[src/rtl/gcd_lcm.sv]
// LCM from an operand pair and its gcd: restoring divide ia/g, then shift-add multiply by ib.
// Optional err output (g==0 or g not dividing ia) is enabled by defining GCD_LCM_ERR_EN.
module gcd_lcm #(
    parameter int W = 32
) (
    input  logic           clk,
    input  logic           rst,
    input  logic           start,
    input  logic [W-1:0]   ia,
    input  logic [W-1:0]   ib,
    input  logic [W-1:0]   g,
    output logic           busy,
    output logic           done,
    output logic [2*W-1:0] result
`ifdef GCD_LCM_ERR_EN
   ,output logic           err
`endif
);

    localparam int CW = $clog2(W);
    localparam logic [CW-1:0] CNT_LAST = CW'(W - 1);

    typedef enum logic [2:0] {
        S_IDLE,
        S_LOAD,
        S_DIV,
        S_MUL,
        S_DONE
    } state_t;

    state_t         state_q, state_d;
    // div_q holds the dividend and fills with quotient bits as it shifts out.
    logic [W-1:0]   div_q, div_d;
    logic [W-1:0]   g_q, g_d;
    logic [W-1:0]   rem_q, rem_d;
    logic [2*W-1:0] mcand_q, mcand_d;
    logic [2*W-1:0] acc_q, acc_d;
    logic [CW-1:0]  cnt_q, cnt_d;
    logic [2*W-1:0] result_q, result_d;
`ifdef GCD_LCM_ERR_EN
    logic           err_pend_q, err_pend_d;
    logic           err_q, err_d;
`endif

    logic [W:0]     rem_shift;
    logic [W:0]     rem_diff;
    logic           rem_ge;

    // NOTE: state registers use non-blocking assignments so every flop samples
    // the pre-edge value of every other flop; blocking here would create races.
    always_ff @(posedge clk) begin
        if (rst) begin
            state_q    <= S_IDLE;
            div_q      <= '0;
            g_q        <= '0;
            rem_q      <= '0;
            mcand_q    <= '0;
            acc_q      <= '0;
            cnt_q      <= '0;
            result_q   <= '0;
`ifdef GCD_LCM_ERR_EN
            err_pend_q <= 1'b0;
            err_q      <= 1'b0;
`endif
        end else begin
            state_q    <= state_d;
            div_q      <= div_d;
            g_q        <= g_d;
            rem_q      <= rem_d;
            mcand_q    <= mcand_d;
            acc_q      <= acc_d;
            cnt_q      <= cnt_d;
            result_q   <= result_d;
`ifdef GCD_LCM_ERR_EN
            err_pend_q <= err_pend_d;
            err_q      <= err_d;
`endif
        end
    end

    // NOTE: every signal driven here gets a default first, so no path through
    // the case statement can leave one unassigned and infer a latch.
    always_comb begin
        state_d    = state_q;
        div_d      = div_q;
        g_d        = g_q;
        rem_d      = rem_q;
        mcand_d    = mcand_q;
        acc_d      = acc_q;
        cnt_d      = cnt_q;
        result_d   = result_q;
`ifdef GCD_LCM_ERR_EN
        err_pend_d = err_pend_q;
        err_d      = err_q;
`endif

        // rem < g always holds, so the W+1-bit difference is negative exactly when rem' < g.
        rem_shift = {rem_q, div_q[W-1]};
        rem_diff  = rem_shift - {1'b0, g_q};
        rem_ge    = ~rem_diff[W];

        case (state_q)
            S_IDLE: begin
                if (start) begin
                    div_d   = ia;
                    mcand_d = {{W{1'b0}}, ib};
                    g_d     = g;
                    state_d = S_LOAD;
                end
            end

            S_LOAD: begin
                rem_d = '0;
                acc_d = '0;
                cnt_d = '0;
`ifdef GCD_LCM_ERR_EN
                err_pend_d = (g_q == '0);
`endif
                // Zero operands run one empty multiply step, so the result lands at edge 3.
                if (div_q == '0 || mcand_q == '0 || g_q == '0) begin
                    div_d   = '0;
                    cnt_d   = CNT_LAST;
                    state_d = S_MUL;
                end else begin
                    state_d = S_DIV;
                end
            end

            S_DIV: begin
                rem_d = rem_ge ? rem_diff[W-1:0] : rem_shift[W-1:0];
                div_d = {div_q[W-2:0], rem_ge};
                cnt_d = cnt_q + CW'(1);
                if (cnt_q == CNT_LAST) begin
                    cnt_d   = '0;
                    state_d = S_MUL;
`ifdef GCD_LCM_ERR_EN
                    err_pend_d = (rem_d != '0);
`endif
                end
            end

            S_MUL: begin
                acc_d   = acc_q + (div_q[0] ? mcand_q : '0);
                div_d   = div_q >> 1;
                mcand_d = mcand_q << 1;
                cnt_d   = cnt_q + CW'(1);
                if (cnt_q == CNT_LAST) begin
                    cnt_d    = '0;
                    result_d = acc_d;
`ifdef GCD_LCM_ERR_EN
                    err_d    = err_pend_q;
`endif
                    state_d  = S_DONE;
                end
            end

            S_DONE: begin
                state_d = S_IDLE;
            end

            default: begin
                state_d = S_IDLE;
            end
        endcase
    end

    assign busy   = (state_q != S_IDLE);
    assign done   = (state_q == S_DONE);
    assign result = result_q;
`ifdef GCD_LCM_ERR_EN
    assign err    = err_q;
`endif

endmodule

[config.mk]
export PLATFORM = sky130hd
export DESIGN_NAME = gcd_lcm
export DESIGN_NICKNAME = d
export VERILOG_FILES = /design/src/rtl/gcd_lcm.sv
export SDC_FILE = /design/constraint.sdc
export NUM_CORES = 1
export LEC_CHECK = 0
export BUFFER_PORTS_ARGS = -buffer_cell sky130_fd_sc_hd__buf_4
export CORE_ASPECT_RATIO = 1.25
export CORE_MARGIN = 1
export CORE_UTILIZATION = 60
export DETAILED_ROUTE_END_ITERATION = 6
export GPL_TIMING_DRIVEN = 1
export PLACE_DENSITY = 0.9
export SYNTH_ARGS = -nofsm -noshare
export SYNTH_HDL_FRONTEND = slang
export SYNTH_SLANG_ARGS = --single-unit
export TNS_END_PERCENT = 1
[constraint.sdc]
create_clock -name clk -period 8.8 [get_ports clk]
set_clock_uncertainty 0.15 [all_clocks]
set_input_delay 0.88 -clock clk [delete_from_list [all_inputs] [get_ports clk]]
set_output_delay 0.88 -clock clk [all_outputs]
set_load 0.01 [all_outputs]
After elaboration in Yosys (flattened, before gate mapping)
Index checks and enable logic that the tools add are counted.

Div/mod/pow operators: 0. Add/subtract/negate cells: 3. Shifts and indexed selects: 0. Reduce and logical (&&, ||, !) cells: 18. Order comparisons: 0. Multipliers: 0. Bitwise logic cells: 1. Multiplexer cells: 17. Equality and inequality tests: 9.

Operator list (number): one-hot mux 64 bit (2 select lines) (2); 2-to-1 mux 64 bit (2); one-hot mux 32 bit (4 select lines) (1); 2-to-1 mux 32 bit (3); adder 64 bit (1); zero test 32 bit (2); zero test 64 bit (1); one-hot mux 32 bit (2 select lines) (1); subtractor 33 x 32 -> 33 bit (1); one-hot mux 3 bit (4 select lines) (1); 2-to-1 mux 5 bit (2); one-hot mux 5 bit (2 select lines) (1); 2-to-1 mux 3 bit (3); != test 2 bit (second input constant) (4); nonzero test 2 bit (4); == test 3 x 2 -> 1 bit (second input constant) (2); AND reduction 2 bit (3); AND reduction 3 bit (2); adder 5 x 1 -> 5 bit (second input constant) (1); == test 5 bit (second input constant) (1); nonzero test 4 bit (1); == test 3 x 1 -> 1 bit (second input constant) (1); == test 3 bit (second input constant) (1); zero test 3 bit (1); 5 further kinds (6).

Output and inout port bits: 66. RAM bits: 0. Register bits after elaboration: 296. Logic and storage cells: 56. ROM bits: 0. Latch bits: 0. Memories kept: 0.

Depth between registers and ports, before layout
Depth after elaboration: 5. Depth in mapped cells: 16. Mapped depth without buffers: 14.

Worst setup path before layout
OpenSTA, ideal clock, no wires.

Path type: register -> register. Start point: register div_q[0]. End point: register result_q[60] (netlist: result[60]). Setup slack: 5111 ps. Data required time: 8588 ps. Path buffers: 2. Cell stages (with the launch flop): 17. Arrival time: 3477 ps. Cells stage by stage: dfxtp_1 > clkbuf_1 > clkbuf_1 > and2_1 > ha_1 > inv_1 > fa_1 > nor2b_1 > o31a_1 > o31ai_1 > a2111oi_1 > o21ai_1 > o211ai_1 > a21bo_2 > a21oi_1 > or4_1 > nand3_1.

Word-level cells in the longest chain between the ends: 2.

Ends and longest elaborated chain: start: declaration (line 33) `logic [W-1:0] div_q, div_d;`; start signal: assignment (line 67) `div_q <= div_d;`; 2-to-1 mux 64 bit (line 143) `acc_d = acc_q + (div_q[0] ? mcand_q : '0);`; adder 64 bit (line 143); end signal: assignment (line 73) `result_q <= result_d;`; end: declaration (line 39) `logic [2*W-1:0] result_q, result_d;`.

Every way passes these cells. A chain may end at the register's enable or synchronous reset.

Worst setup path in the final report
Ends and elaborated chain as after synthesis.

==> impl_metrics.ini <==
[status]
status = complete, no violations

[finish]
drive_above_1_share = 0.111
nets = 2567
area_growth_syn_to_layout_pct = 13.2
fin_util = 0.697
n_fill_cell = 2323
seq_area_um2 = 5930
multi_input_area_um2 = 10900
layout_common_cells = nand2_1 (388), dfxtp_1 (295), a21oi_1 (256), nor2_1 (188), buf_4 (178)
layout_commonest_cell = nand2_1
stdcell_count = 2785

[sta]
fmax_mhz = 220
final_hold_viol_count = 0
setup_ws_ns = 4.26
fin_crit_ns = 4.54
grt_setup_unrepaired = no
drv_slew = 0
fin_setup_tns_ns = 0
tightest_slew_ns = 1.25
relSlewSlack = 0.166
setup_violations = 0
fin_crit_sh = 0.516

[drt]
firstDrtPassIters = 6
avgViaCountPerCell = 6.23
drtIter0Drc = 1450
num_vias = 17341
antenna_left = 0
wl_per_cell_um = 18.4
wirelength_mm = 51.2
drc_errors = 0

[floorplan]
io_pins = 165
initial_core_util = 0.616
fp.coreArea_um2 = 28700
die_w_um = 156
rows = 69
die_h_um = 194
die-area_um2 = 30200

[clock_tree]
clkTransAtPathRegs_ns = 0.06
cts-root-buf = clkbuf_16
post_cts_buffers = 0
holdBufCountCts = 0
cts_max_level = 1
clock_sinks = 296
cts_resized = 0
cts_tree = done
clock_latency_ns = 0.59
cts_buffers = 31
cts_buffer_depth = 3

[synth]
synth_seq_cells = 296
synth_compound_area_frac = 0.239
syn_area_per_cell_um2 = 7.64
ys_warn_count = 0
synth_edf_count = 0
async_reset_ff_frac = 0
yosys.area_share.adder = 0.0708
synthDistinctLibCells = 76
synth_ff_type = dfxtp_1
netlist_area_um2 = 17700
synth_nets = 2516
synthCells = 2318
synth_xor_area_frac = 0.0451
muxShareOfSynthArea = 0.0322
synthSimpleGateAreaFrac = 0.228
synth_top_family_by_area = compound AO/OA/AOI/OAI gates
ys_seq_area_frac = 0.335

[min_path]
hp-start = result[3]$_SDFFE_PP0P_
worst_hold_path_type = reg -> reg
hold_depth = 2
worstHoldEndpoint = result[3]$_SDFFE_PP0P_

[power_and_ir_drop]
leakage_nw = 8.24
power_density_nw_per_um2 = 212
irDropWorstVdd_mv = 0.182

[worst_setup_path]
cp.required_ns = 9.16
crit_fanout = 67
rrSetupSlack_ns = 4.26
critPathArrivalTime_ns = 4.90
cp-start-kind = flop
cp-end-kind = flop
critPathKind = reg -> reg
worstRegToRegCells = 15
r2r_start = div_q[0]$_SDFFE_PP0P_
reg2reg_to = result[60]$_SDFFE_PP0P_

[place]
post-place-ws_ns = 4.41
dp_hpwl_mm = 35.8
place.gp.congestion = 0.979
placed_cells = 2726
portBuffers = 164

[grt]
grt_max_degree = 97
overflow = 0
antenna_found_initial = 1
grt_first_pass_wirelength_mm = 82.1
track_usage = 0.328
grt_pass1_vias = 16935

[flow_run]
drv_cap = 0
==> layer usage <==
metal,wire length [um],part of all wire,global-route usage
met1,19800,0.39,0.369
met2,25400,0.50,0.592
met3,3080,0.060,0.0425
met4,2920,0.057,0.183
met5,0,0,0
==> registers in the layout, summed over array words and instances (netlist names) <==
signal / cells
cnt_q: 5
div_q: 32
acc_q: 64
result: 64
mcand_q: 64
rem_q: 32
g_q: 32
state_q: 3
==> cell families (layout without fill, tap and decap cells) <==
kind of cell               after synthesis  in the layout
and+or+nand+nor                        889            889
AOI/OAI and AO/OA                      660            660
muxes                                   57             57
DFF                                    296            296
buffers and inverters                  228            304
xor gates and xnor gates                89             89
other                                    0              1
adders and majority gates               99             99
==> critical path, cell delays in order (launching register included) <==
cell and delay [ns]:
dfxtp_1 0.31, buf_4 0.45, and2_1 0.22, ha_1 0.17
inv_1 0.06, fa_1 0.39, nor2b_1 0.16, o31a_1 0.18
o31ai_1 0.14, a2111oi_1 0.95, o21ai_1 0.12, o211ai_1 0.21
a21bo_2 0.25, a21oi_1 0.12, or4_1 0.49, nand3_1 0.09
==> how the worst max path moves through the flow <==
| stage | start | to | depth (start not counted) |
|---|---|---|---|
| global placement | div_q[0]$_SDFFE_PP0P_ | result[60]$_SDFFE_PP0P_ | 15 |
| detailed placement | div_q[0]$_SDFFE_PP0P_ | result[60]$_SDFFE_PP0P_ | 15 |
| CTS | div_q[0]$_SDFFE_PP0P_ | result[60]$_SDFFE_PP0P_ | 15 |
| global route | div_q[0]$_SDFFE_PP0P_ | result[60]$_SDFFE_PP0P_ | 15 |
| floorplan | div_q[0]$_SDFFE_PP0P_ | result[60]$_SDFFE_PP0P_ | 16 |
| finish | div_q[0]$_SDFFE_PP0P_ | result[60]$_SDFFE_PP0P_ | 15 |
==> power by group <==
part	internal (mW)	switching, mW
sequential	1.43	0.104
clock	0.836	0.573
combinational	0.546	0.760
total	2.81	1.44
==> cell usage after synthesis (5+ instances only) <==
library cell / count / share of area
a221o_1: 5 / 0.0028
a22o_1: 23 / 0.011
and2_1: 73 / 0.026
a21o_1: 53 / 0.022
a211oi_1: 39 / 0.017
nor2b_1: 9 / 0.0032
a22oi_1: 29 / 0.012
o21ai_0: 75 / 0.021
inv_1: 66 / 0.014
nor2_1: 190 / 0.040
a311oi_1: 37 / 0.018
nor3_1: 18 / 0.0051
or4_1: 9 / 0.0038
nand2b_1: 11 / 0.0039
a21oi_1: 257 / 0.073
clkbuf_1: 141 / 0.030
nand3_1: 76 / 0.021
nand2_1: 391 / 0.083
mux2i_1: 57 / 0.032
buf_1: 10 / 0.0021
o211ai_1: 6 / 0.0025
xnor2_1: 55 / 0.027
nand4_1: 46 / 0.016
a31oi_1: 16 / 0.0057
a21boi_0: 6 / 0.0025
or2_2: 5 / 0.0018
o21bai_1: 15 / 0.0064
o21a_1: 17 / 0.0072
o22ai_1: 5 / 0.0018
nor4_1: 38 / 0.013
a2bb2oi_1: 6 / 0.0030
ha_1: 97 / 0.069
and3_1: 11 / 0.0039
dfxtp_1: 296 / 0.33
o31ai_1: 7 / 0.0030
xor2_1: 33 / 0.016
o21ai_1: 32 / 0.0090
==> cell type report <==
class | count | area share
multi-input cells | 1794 | 0.545
flip-flops and latches | 296 | 0.296
repair buffers | 179 | 0.0673
clock buffers | 40 | 0.0429
well taps | 390 | 0.0244
inverters | 67 | 0.0126
clock inverters | 18 | 0.0117
diodes | 1 | 0.000125
==> through the flow <==
stage	hold WS, ns	total power [mW]	area, um^2
floorplan	0.282	2.58	17700
global placement	0.293	2.80	18900
detailed placement	0.298	2.84	18900
CTS	0.307	4.23	20000
global route	0.329	4.43	20000
finish	0.304	4.25	20000
(Power assumes the default switching activity.)
